==> config.mk <==
export PLATFORM = sky130hd
export DESIGN_NAME = uart_command_decoder
export DESIGN_NICKNAME = d
export VERILOG_FILES = /design/src/rtl/uart_command_decoder.sv
export SDC_FILE = /design/constraint.sdc
export NUM_CORES = 1
export LEC_CHECK = 0
export CORE_UTILIZATION = 53
export CTS_CLUSTER_DIAMETER = 120
export DETAILED_ROUTE_END_ITERATION = 12
export PLACE_DENSITY = 0.88
export SLEW_MARGIN = 20
export SYNTH_ARGS = -nofsm -noshare
export SYNTH_HDL_FRONTEND = slang
export SYNTH_SLANG_ARGS = --single-unit
export TNS_END_PERCENT = 20
==> constraint.sdc <==
create_clock -name clk -period 2.3 [get_ports clk]
set_clock_uncertainty 0.1 [all_clocks]
set_input_delay 0.46 -clock clk [delete_from_list [all_inputs] [get_ports clk]]
set_output_delay 0.46 -clock clk [all_outputs]
set_load 0.02 [all_outputs]
==> src/rtl/uart_command_decoder.sv <==
// ---------------------------------------------------------------------------
// uart_command_decoder
//
// Host-to-device command decoder for the entropy UART link. Decodes bytes
// from the UART receiver into a small command set:
//   'r' (0x72)           request a system reset (one-cycle pulse)
//   'g' (0x67)           free-running stream (no byte budget)
//   's' (0x73)           stop the stream
//   'n' (0x6E) hi lo     stream exactly {hi,lo} bytes, then stop
// Payload bytes of 'n' are raw binary. The payload is abandoned if no byte
// arrives within TIMEOUT_US microseconds.
//
// Optional feature (macro UART_COMMAND_DECODER_ACK_EN): emit an ack byte
// (the opcode, or '?' on error) for every accepted or rejected command.
// Without the macro, ack_valid and ack_byte are tied to zero.
//
// Ports
//   clk           in   system clock
//   rst           in   synchronous reset, active-high
//   received      in   one-cycle strobe, rx_byte valid
//   rx_byte       in   received byte
//   recv_error    in   one-cycle strobe, framing error on current byte
//   byte_sent     in   one-cycle strobe, one stream byte handed to uart tx
//   reset_req     out  one-cycle pulse, request system reset
//   stream_en     out  level, stream transmission permitted
//   budget_active out  level, stream limited by byte budget
//   budget        out  remaining byte budget
//   cmd_error     out  one-cycle pulse, rejected or aborted command
//   ack_valid     out  one-cycle pulse, ack byte available
//   ack_byte      out  ack value
// ---------------------------------------------------------------------------
module uart_command_decoder #(
  parameter int CLOCKFRQ   = 32000000,
  parameter int TIMEOUT_US = 1000
) (
  input  logic        clk,
  input  logic        rst,
  input  logic        received,
  input  logic [7:0]  rx_byte,
  input  logic        recv_error,
  input  logic        byte_sent,
  output logic        reset_req,
  output logic        stream_en,
  output logic        budget_active,
  output logic [15:0] budget,
  output logic        cmd_error,
  output logic        ack_valid,
  output logic [7:0]  ack_byte
);

  localparam int TIMEOUT_CYCLES = CLOCKFRQ / 1000000 * TIMEOUT_US;
  localparam int CW             = $clog2(TIMEOUT_CYCLES + 1);
  // The counter fires on the edge where it would step onto TIMEOUT_CYCLES.
  localparam logic [CW-1:0] TIMEOUT_LAST = CW'(TIMEOUT_CYCLES - 1);

  localparam logic [7:0] OP_RESET = 8'h72;
  localparam logic [7:0] OP_GO    = 8'h67;
  localparam logic [7:0] OP_STOP  = 8'h73;
  localparam logic [7:0] OP_COUNT = 8'h6E;

  typedef enum logic [1:0] {
    IDLE,
    GET_HI,
    GET_LO
  } state_t;

  state_t        state, state_n;
  logic [7:0]    hi_byte, hi_byte_n;
  logic [CW-1:0] timer, timer_n;
  logic          reset_req_n, stream_en_n, budget_active_n, cmd_error_n;
  logic [15:0]   budget_n;

  // -------------------------------------------------------------------------
  // State and output registers
  // -------------------------------------------------------------------------
  // NOTE: every register, including the payload holding byte, is reset so a
  // reset arriving mid-command leaves nothing stale behind.
  always_ff @(posedge clk) begin
    if (rst) begin
      state         <= IDLE;
      hi_byte       <= 8'h00;
      timer         <= '0;
      reset_req     <= 1'b0;
      stream_en     <= 1'b1;
      budget_active <= 1'b0;
      budget        <= 16'h0000;
      cmd_error     <= 1'b0;
    end else begin
      // NOTE: non-blocking assignments here so every register samples the
      // values computed for this edge, independent of statement order.
      state         <= state_n;
      hi_byte       <= hi_byte_n;
      timer         <= timer_n;
      reset_req     <= reset_req_n;
      stream_en     <= stream_en_n;
      budget_active <= budget_active_n;
      budget        <= budget_n;
      cmd_error     <= cmd_error_n;
    end
  end

  // -------------------------------------------------------------------------
  // Next-state and output decode. Lower-priority effects are written first
  // so later, higher-priority branches simply overwrite them.
  // -------------------------------------------------------------------------
  always_comb begin
    // NOTE: every variable gets a default before any branch, so no path
    // leaves one unassigned and no latch is inferred.
    state_n         = state;
    hi_byte_n       = hi_byte;
    timer_n         = timer;
    reset_req_n     = 1'b0;
    stream_en_n     = stream_en;
    budget_active_n = budget_active;
    budget_n        = budget;
    cmd_error_n     = 1'b0;

    // Budget consumption: lowest priority, overridden by stream commands.
    if (byte_sent && budget_active && (budget != 16'h0000)) begin
      budget_n = budget - 16'd1;
      if (budget == 16'd1) begin
        stream_en_n     = 1'b0;
        budget_active_n = 1'b0;
      end
    end

    if (recv_error) begin
      // A corrupted byte aborts whatever was in progress.
      state_n     = IDLE;
      timer_n     = '0;
      cmd_error_n = 1'b1;
    end else if (received) begin
      timer_n = '0;
      unique case (state)
        IDLE: begin
          unique case (rx_byte)
            OP_RESET: reset_req_n = 1'b1;
            OP_GO: begin
              stream_en_n     = 1'b1;
              budget_active_n = 1'b0;
              budget_n        = budget;
            end
            OP_STOP: begin
              stream_en_n     = 1'b0;
              budget_active_n = 1'b0;
              budget_n        = budget;
            end
            OP_COUNT: state_n = GET_HI;
            default:  cmd_error_n = 1'b1;
          endcase
        end
        GET_HI: begin
          hi_byte_n = rx_byte;
          state_n   = GET_LO;
        end
        GET_LO: begin
          // The freshly loaded budget is not reduced by a coincident byte_sent.
          budget_n        = {hi_byte, rx_byte};
          state_n         = IDLE;
          stream_en_n     = ({hi_byte, rx_byte} != 16'h0000);
          budget_active_n = ({hi_byte, rx_byte} != 16'h0000);
        end
        default: state_n = IDLE;
      endcase
    end else if (state != IDLE) begin
      // Inter-byte gap timer; stream state is left untouched on expiry.
      if (timer == TIMEOUT_LAST) begin
        state_n     = IDLE;
        timer_n     = '0;
        cmd_error_n = 1'b1;
      end else begin
        timer_n = timer + CW'(1);
      end
    end
  end

`ifdef UART_COMMAND_DECODER_ACK_EN
  // -------------------------------------------------------------------------
  // Ack generation: follows the same edge as the command's effect.
  // -------------------------------------------------------------------------
  logic       ack_valid_n;
  logic [7:0] ack_byte_n;

  always_comb begin
    ack_valid_n = 1'b0;
    ack_byte_n  = ack_byte;
    if (cmd_error_n) begin
      ack_valid_n = 1'b1;
      ack_byte_n  = 8'h3F;
    end else if (received && !recv_error) begin
      if (state == IDLE &&
          (rx_byte == OP_RESET || rx_byte == OP_GO || rx_byte == OP_STOP)) begin
        ack_valid_n = 1'b1;
        ack_byte_n  = rx_byte;
      end else if (state == GET_LO) begin
        ack_valid_n = 1'b1;
        ack_byte_n  = OP_COUNT;
      end
    end
  end

  always_ff @(posedge clk) begin
    if (rst) begin
      ack_valid <= 1'b0;
      ack_byte  <= 8'h00;
    end else begin
      ack_valid <= ack_valid_n;
      ack_byte  <= ack_byte_n;
    end
  end
`else
  assign ack_valid = 1'b0;
  assign ack_byte  = 8'h00;
`endif

endmodule

=== Word-level counts from Yosys, hierarchy flattened ===
Index checks and enable logic that the tools add are counted.

* Bits in latches: 0
* Bits in writable memories: 0
* Memories kept: 0
* Memory bits (read-only): 0
* Register bits: 45
* Word-level logic and storage cells: 68

* Magnitude comparators: 0
* Div/mod/pow operators: 0
* Bitwise operators: 3
* Reductions and logical operators: 15
* $add $sub $neg: 2
* Multiply operators: 0
* Shift-type cells: 0
* Equality and inequality tests: 10
* Multiplexer cells: 30

{| class="wikitable"
|+ Operators by type and width
! operator !! number
|-
| $mux 16 || 4
|-
| $eq 8x7->1 const B || 4
|-
| $pmux 16 s2 || 1
|-
| $reduce_bool 16->1 || 2
|-
| $eq 16x1->1 const B || 1
|-
| $mux 1 || 16
|-
| $sub 16x1->16 const B || 1
|-
| $add 15x1->15 const B || 1
|-
| $eq 15x15->1 const B || 1
|-
| $mux 15 || 1
|-
| $mux 2 || 4
|-
| $reduce_or 4->1 || 2
|-
| $pmux 1 s2 || 3
|-
| $reduce_and 3->1 || 2
|-
| $reduce_bool 2->1 || 3
|-
| $ne 4x4->1 const B || 1
|-
| $pmux 2 s2 || 1
|-
| $reduce_or 2->1 || 2
|-
| $ne 3x2->1 const B || 1
|-
| $not 1->1 || 3
|-
| $reduce_or 3->1 || 1
|-
| $eq 2x1->1 const B || 1
|-
| $eq 2x2->1 const B || 1
|-
| $logic_and 1x1->1 || 2
|-
| $logic_not 2->1 || 1
|}

=== Logic depth before layout (Yosys ltp) ===
Gate-level depths: netlist (run 1).

* Depth after elaboration: 7
* Mapped depth: 7
* Gate-level depth less buffers: 7

=== Least setup slack after synthesis (run 1) ===
OpenSTA, ideal clock, no wires.

* Kind: reg2reg
* Start point: register budget[0]
* End point: register budget[4]
* Clock period less this slack: 2.081 ns
* Setup time: 0.074 ns
* Setup slack: 0.219 ns
* Arrival time: 1.906 ns
* Stages on the path, launching flop included: 8
* Cell sequence: dfxtp_1 > inv_1 > ha_1 > nor4b_1 > nand4_1 > nand2_1 > or4_1 > a31oi_1

* Cells in the longest elaborated chain, start to end: 7

{| class="wikitable"
|+ Ends and longest elaborated chain
! item !! line !! text
|-
| start, declared || 45 || <nowiki>output logic [15:0] budget,</nowiki>
|-
| start signal, assigned || 97 || <nowiki>budget <= budget_n;</nowiki>
|-
| parallel branches: the longest is 2 deep, another holds $sub 16x1->16 || - ||
|-
| $mux 16 (*) || 119 || <nowiki>if (byte_sent && budget_active && (budget != 16'h0000)) begin</nowiki>
|-
| $mux 16 || 136 || <nowiki>unique case (rx_byte)</nowiki>
|-
| $pmux 16 s2 || 134 || <nowiki>unique case (state)</nowiki>
|-
| $mux 16 || 132 || <nowiki>end else if (received) begin</nowiki>
|-
| $mux 16 (*) || 127 || <nowiki>if (recv_error) begin</nowiki>
|}

Mark *: on every way between the ends. The select of a mux whose other input is x is not followed.
A chain may end at the register's enable or synchronous reset.

=== Worst setup path after layout (run 1) ===
* Start point: input port received
* End point: register budget[5]

* Cells in the longest elaborated chain, start to end: 2

{| class="wikitable"
|+ Ends and longest elaborated chain
! item !! line !! text
|-
| start, declared || 38 || <nowiki>input logic received,</nowiki>
|-
| $mux 16 || 132 ||
|-
| $mux 16 || 127 ||
|}

Parallel ways exist; a longest one is shown, timed or not.

==> results.ini, run 1 <==
[timing]
setup_tns_ns=0
period_needed_ns=2.23
fmax_mhz=449
drv_slew=0
relSlewSlack_pct=65.0
layout_setup_ws_ns=0.0705
finalSetupViolations=0
rsz0062_at_grt=false
period_share_pct=96.9
hold_viol=0
tightest_slew_ns=0.524

[logic_synthesis]
ys.flop_type=dfxtp_1
synth_cell_types=53
synth_compound_area_share_pct=15.9
muxShareOfSynthArea_pct=3.52
ys_seq_area_share_pct=35.2
syn_inst=314
synth_top_family_by_area=simple AND/OR/NAND/NOR gates
async_flop_share_pct=0
synth_area_leaders=dfxtp_1 35%, nor2_1 5.9%, a31oi_1 3.9%
synthSimpleGateAreaFrac_pct=30.5
synth_adder_area_share_pct=1.95
avgSynthCellArea_um2=8.16
syn-cell-area_um2=2560
yosys.area.top_type=dfxtp_1
synth_xor_xnor_area_share_pct=5.47
synth-edff-count=0
ys_seq_elements=45
yosys_warnings=0
synth_top_area_share_pct=35.2

[routing]
drc=0
vias_per_cell=6.35
drt_iter0_markers=364
wl_per_cell_um=16.5
vias=2660
routed_wl_um=6910
detail_route.first_pass.iterations=5
ant_nets=0

[clock_network]
clk_latency_ns=0.31
cts_sinks=45
cts_tree=done
clockBufferDepth=2
cts.clk_slew.worst_paths_ns=0.09
holdBufCountCts=0
root_buffer=clkbuf_8
cts_buffers=5
cts-htree-levels=2

[critical_path]
path_cells=clkdlybuf4s50_1 > or4b_1 > nor4_4 > buf_4 > nor4_1 > mux2i_1 > nand3_1
endpoint_kind=flop
crit_buf_inv=2
worstPathArrival_ns=2.33
required_ns=2.40
crit_path_max_incr_delay_ns=0.51
cpLargestDelayFamily=simple AND/OR/NAND/NOR gates
crit_type=input port to flop
cp-start-kind=input port
critPathSlowestCell=or4b_1
critPathMaxFanout=14

[floorplan]
die_y_um=71.5
die-area_um2=5120
pin_count=42
core-area_um2=4500
die_x_um=71.5
rows=24
initial_core_util_pct=56.9

[min_path]
hp-class=flop to flop

[cells_and_area]
seq_area_um2=902
flow.area_growth_from_synthesis_pct=25.7
drive_gt1_share_pct=13.1
nFillCells=364
finalNetCount=383
multi_input_area_um2=1530
diodes=0

[power_and_ir_drop]
ir_worst_vdd_mv=0.345
p_sw_uw=336
pwr-share-seq_pct=51.4
leakage_nw=1.17
clkPwrFrac_pct=41.1
switching_share_pct=22.1
power.total_mw=1.52
p_per_area_nw_per_um2=471
p_comb_share_pct=7.5
power.internal_mw=1.18

[flow_run]
maxCapViolations=0

[outcome]
outcome=complete, no violations

[global_route]
grt_overflow_total=0
antenna_found_initial=0
grt_max_degree=25
grt_pass1_vias=2406
grt_use_total_pct=28.5
grt_first_pass_wirelength_um=11400

[placement]
preCtsSetupSlack_ns=-0.235
io_buffers=32
gp_congestion=0.914
dpl.hpwl_um=4900

[metal layers]
metal	up-vias	global-route usage (%)	routed length [um]
met5	-	0	0
met4	0	9.15	126
met3	14	6.89	700
met2	168	46.6	3230
met1	1233	37.3	2850
li1	1245	-	-
[kinds of logic (layout without fill, tap and decap cells)]
group / count (synthesis) / count (layout)
AOI/OAI and AO/OA: 62 / 62
xor gates and xnor gates: 16 / 16
adders and majority gates: 4 / 4
buffers and inverters: 37 / 82
DFF: 45 / 45
muxes: 9 / 9
other: 1 / 9
and+or+nand+nor: 140 / 140
[final timing paths]
path              slack [ns]          to  cells past startpoint      start
hold / removal          0.39    timer[1]                      2   timer[1]
hold reg to reg         0.39    timer[1]                      2   timer[1]
setup reg to reg        0.17  budget[14]                      5  budget[4]
setup / recovery        0.07   budget[5]                      7   received
[stage by stage]
step           hold slack, ns  cells  util, %  area [um^2]
5_1_grt                 0.422    419     71.5         3220
3_3_place_gp            0.362    407     67.7         3050
3_5_place_dp            0.370    407     67.7         3050
4_1_cts                 0.382    415     70.3         3170
2_1_floorplan           0.349    322        -         2590
6_report                0.392    419     71.5         3220
[worst reg2reg max path: stages (launching register included)]
cell and delay [ns]:
dfxtp_1 0.38, or3_1 0.46, nor4b_4 0.38, nand3_1 0.20, o311ai_0 0.35, a31oi_1 0.12
[cells in the final DEF, fill, tap and decap left out, drive strengths merged, types with 6 or more instances in the layout]
master / instances
o21ai: 11
nand4: 10
a21oi: 12
or3: 7
nor2: 40
xor2: 10
dfxtp: 45
buf: 31
clkdlybuf4s50: 32
conb: 9
clkbuf: 7
nand2: 21
inv: 11
a31oi: 16
xnor2: 6
nor4: 14
mux2i: 9
nor3: 11
nand3: 8
[Yosys cell counts (5+ instances only)]
library cell  instances
nor2_1               40
xnor2_1               6
o21ai_0               6
dfxtp_1              45
nor3_1               11
a31oi_1              16
nand2_1              21
nand4_1              10
inv_1                11
a22oi_1               5
or4_1                 5
clkbuf_1             10
nand3_1               8
nor4_1               11
or3_1                 7
a21oi_1              12
o21ai_1               5
mux2i_1               9
xor2_1               10
buf_4                10
[cell type report]
| type | instances | share of cell area (%) |
|---|---|---|
| well taps | 52 | 2.02 |
| inverters | 11 | 1.28 |
| clock inverters | 1 | 0.932 |
| clock buffers | 7 | 2.68 |
| multi-input cells | 240 | 47.5 |
| repair buffers | 63 | 17.6 |
| flip-flops and latches | 45 | 28.0 |
[timing repair]
action / 4_1_cts / 5_1_grt
setup buffers: 0 / 4
setup endpoints to repair: 0 / 15
resized for setup: 0 / 5
[sequential cells by signal, indices dropped and copies added, names as in the netlist]
register       count
budget            16
budget_active      1
stream_en          1
hi_byte            8
state              2
timer             15
reset_req          1
cmd_error          1
[power by group through the flow]
| stage | clock, mW | sequential, mW | combinational, mW |
|---|---|---|---|
| 6_report | 0.624 | 0.780 | 0.113 |
| 3_3_place_gp | 0 | 0.798 | 0.107 |
| 4_1_cts | 0.631 | 0.780 | 0.109 |
| 5_1_grt | 0.665 | 0.780 | 0.121 |
| 3_5_place_dp | 0 | 0.798 | 0.109 |
| 2_1_floorplan | 0 | 0.800 | 0.0582 |
No activity file was read; power rests on OpenSTA's default activity.
==> inputs of run 2 (changes only) <==
--- a/config.mk
+++ b/config.mk
@@ -8,6 +8,7 @@
 export CORE_UTILIZATION = 53
 export CTS_CLUSTER_DIAMETER = 120
 export DETAILED_ROUTE_END_ITERATION = 12
+export GPL_ROUTABILITY_DRIVEN = 0
 export PLACE_DENSITY = 0.88
 export SLEW_MARGIN = 20
 export SYNTH_ARGS = -nofsm -noshare
==> results.ini, run 2 (synthesized netlist as in run 1, its figures left out) <==
[placement]
preCtsSetupSlack_ns=-0.219  ; +0.0153 ns
dp.cells=409  ; +0.49%
dpl.hpwl_um=4980  ; +1.6%
io_buffers=32  ; unchanged

[timing]
tightest_slew_ns=0.591  ; +0.0665 ns
holdWs_ns=0.390  ; -0.00225 ns
drv_slew=0  ; unchanged
relSlewSlack_pct=60.3  ; -4.7 points
period_share_pct=96.0  ; -0.93 points
layout_setup_ws_ns=0.0918  ; +0.0214 ns
fmax_mhz=453  ; +0.97%
finalSetupViolations=0  ; unchanged
hold_viol=0  ; unchanged
rsz0062_at_grt=false
period_needed_ns=2.21  ; -0.0214 ns

[critical_path]
endpoint_kind=flop
worstPathArrival_ns=2.27  ; -0.06 ns
crit_type=input port to flop
path_cells=clkdlybuf4s50_1 > or4b_4 > nor4_4 > buf_4 > nor2_2 > a32oi_1 > a31oi_1
critPathSlowestCell=clkdlybuf4s50_1
critPathMaxFanout=5  ; -9
required_ns=2.36  ; -0.04 ns
cp-start-kind=input port
crit_path_max_incr_delay_ns=0.48  ; -0.03 ns

[routing]
vias_per_cell=6.44  ; +1.4%
detail_route.first_pass.iterations=6  ; +1
drc=0  ; unchanged
vias=2685  ; +0.94%
wl_per_cell_um=16.7  ; +1.1%
drt_iter0_markers=415  ; +14%
routed_wl_um=6950  ; +0.64%
ant_nets=0  ; unchanged

[global_route]
antenna_found_initial=0  ; unchanged
grt_first_pass_wirelength_um=11500  ; +0.54%
grt_max_degree=25  ; unchanged
grt_overflow_total=0  ; unchanged
grt_use_total_pct=28.6  ; +0.13 points
grt_pass1_vias=2447  ; +1.7%

[floorplan]
rows=24  ; unchanged
die_y_um=71.5  ; unchanged
die_x_um=71.5  ; unchanged
initial_core_util_pct=56.9  ; unchanged
core-area_um2=4500  ; unchanged
die-area_um2=5120  ; unchanged
pin_count=42  ; unchanged

[cells_and_area]
flow.area_growth_from_synthesis_pct=25.0
nFillCells=322  ; -12%
post_layout_nonfiller_instances=417  ; -0.48%
diodes=0  ; unchanged
largest_reg_flops=16  ; unchanged
mostFrequentLayoutCell=dfxtp_1
drive_gt1_share_pct=12.9  ; -0.20 points
multi_input_area_um2=1530  ; about the same
largest_registers=budget: 16 flops, timer: 15 flops, hi_byte: 8 flops
final_cell_mix=45 x dfxtp_1, 39 x nor2_1, 32 x clkdlybuf4s50_1
regMostFlops=budget
finalNetCount=382  ; -0.26%
seq_area_um2=901  ; -0.14%

[clock_network]
cts.clk_slew.worst_paths_ns=0.08  ; about the same
holdBufCountCts=0  ; unchanged
cts_buffers=5  ; unchanged
cts_sinks=45  ; unchanged
cts-htree-levels=2  ; unchanged
root_buffer=clkbuf_8
cts_tree=done
clk_latency_ns=0.29  ; -0.02 ns
clockBufferDepth=2  ; unchanged

[power_and_ir_drop]
leakage_nw=1.17  ; -0.18%
ir_worst_vdd_mv=0.319  ; -7.5%
p_per_area_nw_per_um2=458  ; -2.7%

[min_path]
hp-class=flop to flop

[flow_run]
maxCapViolations=0  ; unchanged

[outcome]
outcome=complete, no violations

-- run 2: what timing repair did --
action / 4_1_cts / 5_1_grt
endpoints found under the setup margin: 0 / 13
resized for setup: 0 / 6
setup buffers: 0 / 1
-- run 2: power by group --
group	internal [mW]	total, mW	switching [mW]
clock	0.316	0.575	0.259
sequential	0.779	0.780	0.000483
combinational	0.0486	0.114	0.0657
total	1.14	1.47	0.325
-- run 2: area by class of cell --
cell class / instances / area share (%)
Tap cell: 52 / 2.03
Multi-Input combinational cell: 240 / 47.8
Sequential cell: 45 / 28.1
Timing Repair Buffer: 62 / 17.5
Clock buffer: 5 / 2.15
Inverter: 11 / 1.29
Clock inverter: 2 / 1.09
-- run 2: per-layer routing --
layer | track usage, % | wire length, um | up-vias
met1 | 38.9 | 2840 | 1226
li1 | - | - | 1243
met2 | 44.1 | 3180 | 184
met3 | 6.61 | 717 | 32
met4 | 11.5 | 209 | 0
met5 | 0 | 0 | -
-- run 2: path summary, 6_finish.rpt --
kind | from | endpoint | slack (ns) | depth (start not counted)
hold / removal | timer[1] | timer[1] | 0.39 | 2
hold reg to reg | timer[1] | timer[1] | 0.39 | 2
setup reg to reg | budget[1] | budget[2] | 0.14 | 8
setup / recovery | received | budget[14] | 0.09 | 7
-- run 2: per-stage QoR --
step | area (um^2) | setup TNS [ns] | utilization (%) | power, mW
global placement | 3070 | -2.96 | 68.1 | 0.906
floorplan | 2590 | 0 | - | 0.858
CTS | 3170 | 0 | 70.4 | 1.47
detailed placement | 3070 | -3.14 | 68.1 | 0.907
global route | 3200 | 0 | 71.1 | 1.52
finish | 3200 | 0 | 71.1 | 1.47
-- run 2: critical path: cells and delay by family --
family | cells | cell delay [ns]
AOI/OAI and AO/OA | 2 | 0.30
buffers and inverters | 2 | 0.65
and+or+nand+nor | 3 | 0.86
==> inputs of run 3 (changes only) <==
--- a/config.mk
+++ b/config.mk
@@ -10,6 +10,7 @@
 export DETAILED_ROUTE_END_ITERATION = 12
 export GPL_ROUTABILITY_DRIVEN = 0
 export PLACE_DENSITY = 0.88
+export SKIP_LAST_GASP = 1
 export SLEW_MARGIN = 20
 export SYNTH_ARGS = -nofsm -noshare
 export SYNTH_HDL_FRONTEND = slang
==> results.ini, run 3 (synthesized netlist as in run 1, its figures left out) <==
[floorplan]
die_y_um=71.5  ; unchanged
pin_count=42  ; unchanged
die_x_um=71.5  ; unchanged
core-area_um2=4500  ; unchanged
rows=24  ; unchanged
initial_core_util_pct=56.9  ; unchanged
die-area_um2=5120  ; unchanged

[clock_network]
cts.clk_slew.worst_paths_ns=0.08  ; about the same
cts_tree=done
cts_buffers=5  ; unchanged
root_buffer=clkbuf_8
cts-htree-levels=2  ; unchanged
clockBufferDepth=2  ; unchanged
cts_sinks=45  ; unchanged
clk_latency_ns=0.29  ; about the same

[cells_and_area]
flow.area_growth_from_synthesis_pct=24.7
diodes=0  ; unchanged
regMostFlops=budget
drive_gt1_share_pct=12.3  ; -0.55 points
post_layout_nonfiller_instances=417  ; unchanged
mostFrequentLayoutCell=dfxtp_1
largest_registers=budget: 16 flops, timer: 15 flops, hi_byte: 8 flops
largest_reg_flops=16  ; unchanged
finalNetCount=382  ; unchanged
final_cell_mix=45 x dfxtp_1, 40 x nor2_1, 32 x clkdlybuf4s50_1
nFillCells=324  ; +0.62%

[power_and_ir_drop]
p_per_area_nw_per_um2=460  ; +0.43%
leakage_nw=1.16  ; -0.34%
ir_worst_vdd_mv=0.320  ; +0.18%

[critical_path]
critPathMaxFanout=5  ; unchanged
path_cells=clkdlybuf4s50_1 > or4b_4 > nor4_4 > buf_4 > nor2_1 > a32oi_1 > a31oi_1
endpoint_kind=flop
cpLargestDelayFamily=simple AND/OR/NAND/NOR gates
critPathLaunch=received
worstPathArrival_ns=2.31  ; +0.04 ns
regToRegSetupSlack_ns=0.15  ; about the same
crit_path_max_incr_delay_ns=0.48  ; about the same
critPathSlowestCell=clkdlybuf4s50_1
required_ns=2.36  ; about the same
crit_buf_inv=2  ; unchanged
crit_type=input port to flop
cp-start-kind=input port
r2r_start=budget[1]

[global_route]
grt_pass1_vias=2447  ; unchanged
grt_overflow_total=0  ; unchanged
grt_max_degree=25  ; unchanged
antenna_found_initial=0  ; unchanged
grt_use_total_pct=28.6  ; unchanged
grt_first_pass_wirelength_um=11500  ; unchanged

[timing]
tightest_slew_ns=0.588  ; -0.00248 ns
rsz0062_at_grt=true
period_share_pct=97.6  ; +1.5 points
fmax_mhz=446  ; -1.6%
holdWs_ns=0.390  ; +0.000252 ns
period_needed_ns=2.24  ; +0.0356 ns
finalSetupViolations=0  ; unchanged
hold_viol=0  ; unchanged
relSlewSlack_pct=60.5  ; +0.17 points
drv_slew=0  ; unchanged

[routing]
drt_iter0_markers=402  ; -3.1%
detail_route.first_pass.iterations=5  ; -1
vias_per_cell=6.42  ; -0.30%
vias=2677  ; -0.30%
ant_nets=0  ; unchanged
drc=0  ; unchanged
routed_wl_um=6920  ; -0.50%
wl_per_cell_um=16.6  ; -0.50%

[placement]
dpl.hpwl_um=4980  ; unchanged
io_buffers=32  ; unchanged
dp.cells=409  ; unchanged

[outcome]
outcome=complete, no violations

[flow_run]
maxCapViolations=0  ; unchanged

[min_path]
hold_start=timer[1]
hp-class=flop to flop

-- run 3: cell count changes in the layout (fill, tap and decap cells not counted) --
cell / previous run / this run
nor2_1: 39 / 40
nor2_2: 1 / 0
nor4b_1: 1 / 2
nor4b_2: 1 / 0
-- run 3: cell type report --
class,instances,area (um^2),area share (%)
clock buffer,5,68.8,2.15
multi-input combinational,240,1520,47.7
timing repair buffer,62,562,17.6
tap,52,65.1,2.04
clock inverter,2,35.0,1.10
sequential,45,901,28.2
inverter,11,41.3,1.29
-- run 3: stage by stage --
stage	utilization (%)	power [mW]	setup WS [ns]	area, um^2	setup TNS [ns]
3_5_place_dp	68.1	0.907	-0.219	3070	-3.14
6_report	70.9	1.47	0.0562	3200	0
2_1_floorplan	-	0.858	0.219	2590	0
5_1_grt	70.9	1.52	-0.00736	3200	-0.00922
4_1_cts	70.4	1.47	0.0729	3170	0
3_3_place_gp	68.1	0.906	-0.198	3070	-2.96
-- run 3: worst min-delay path: cells and delay by family (launching register included) --
kind	cells	cell delay, ns
AND/OR/NAND/NOR	1	0.06
AO/OA/AOI/OAI	1	0.05
flip-flops	1	0.34
-- run 3: routing by layer --
metal	part of all wire [%]	vias to the layer above	global-route usage [%]
li1	-	1245	-
met1	40	1197	38.9
met2	45	204	44.1
met3	12	31	6.61
met4	3.1	0	11.5
met5	0	-	0
-- run 3: worst paths after layout --
kind | endpoint | cells after the start
max reg2reg | budget[15] | 7
min reg2reg | timer[1] | 2
min | timer[1] | 2
max | budget[14] | 7
-- run 3: timing repair --
item / CTS / global route
setup buffers: 0 / 1
hold buffers: 0 / 0
setup endpoints to repair: 0 / 13
resized for setup: 0 / 4
-- run 3: where the power goes --
| group | leakage, nW | internal, mW | switching [mW] |
|---|---|---|---|
| clock | 0.0540 | 0.316 | 0.261 |
| sequential | 0.363 | 0.779 | 0.000489 |
| combinational | 0.745 | 0.0486 | 0.0655 |
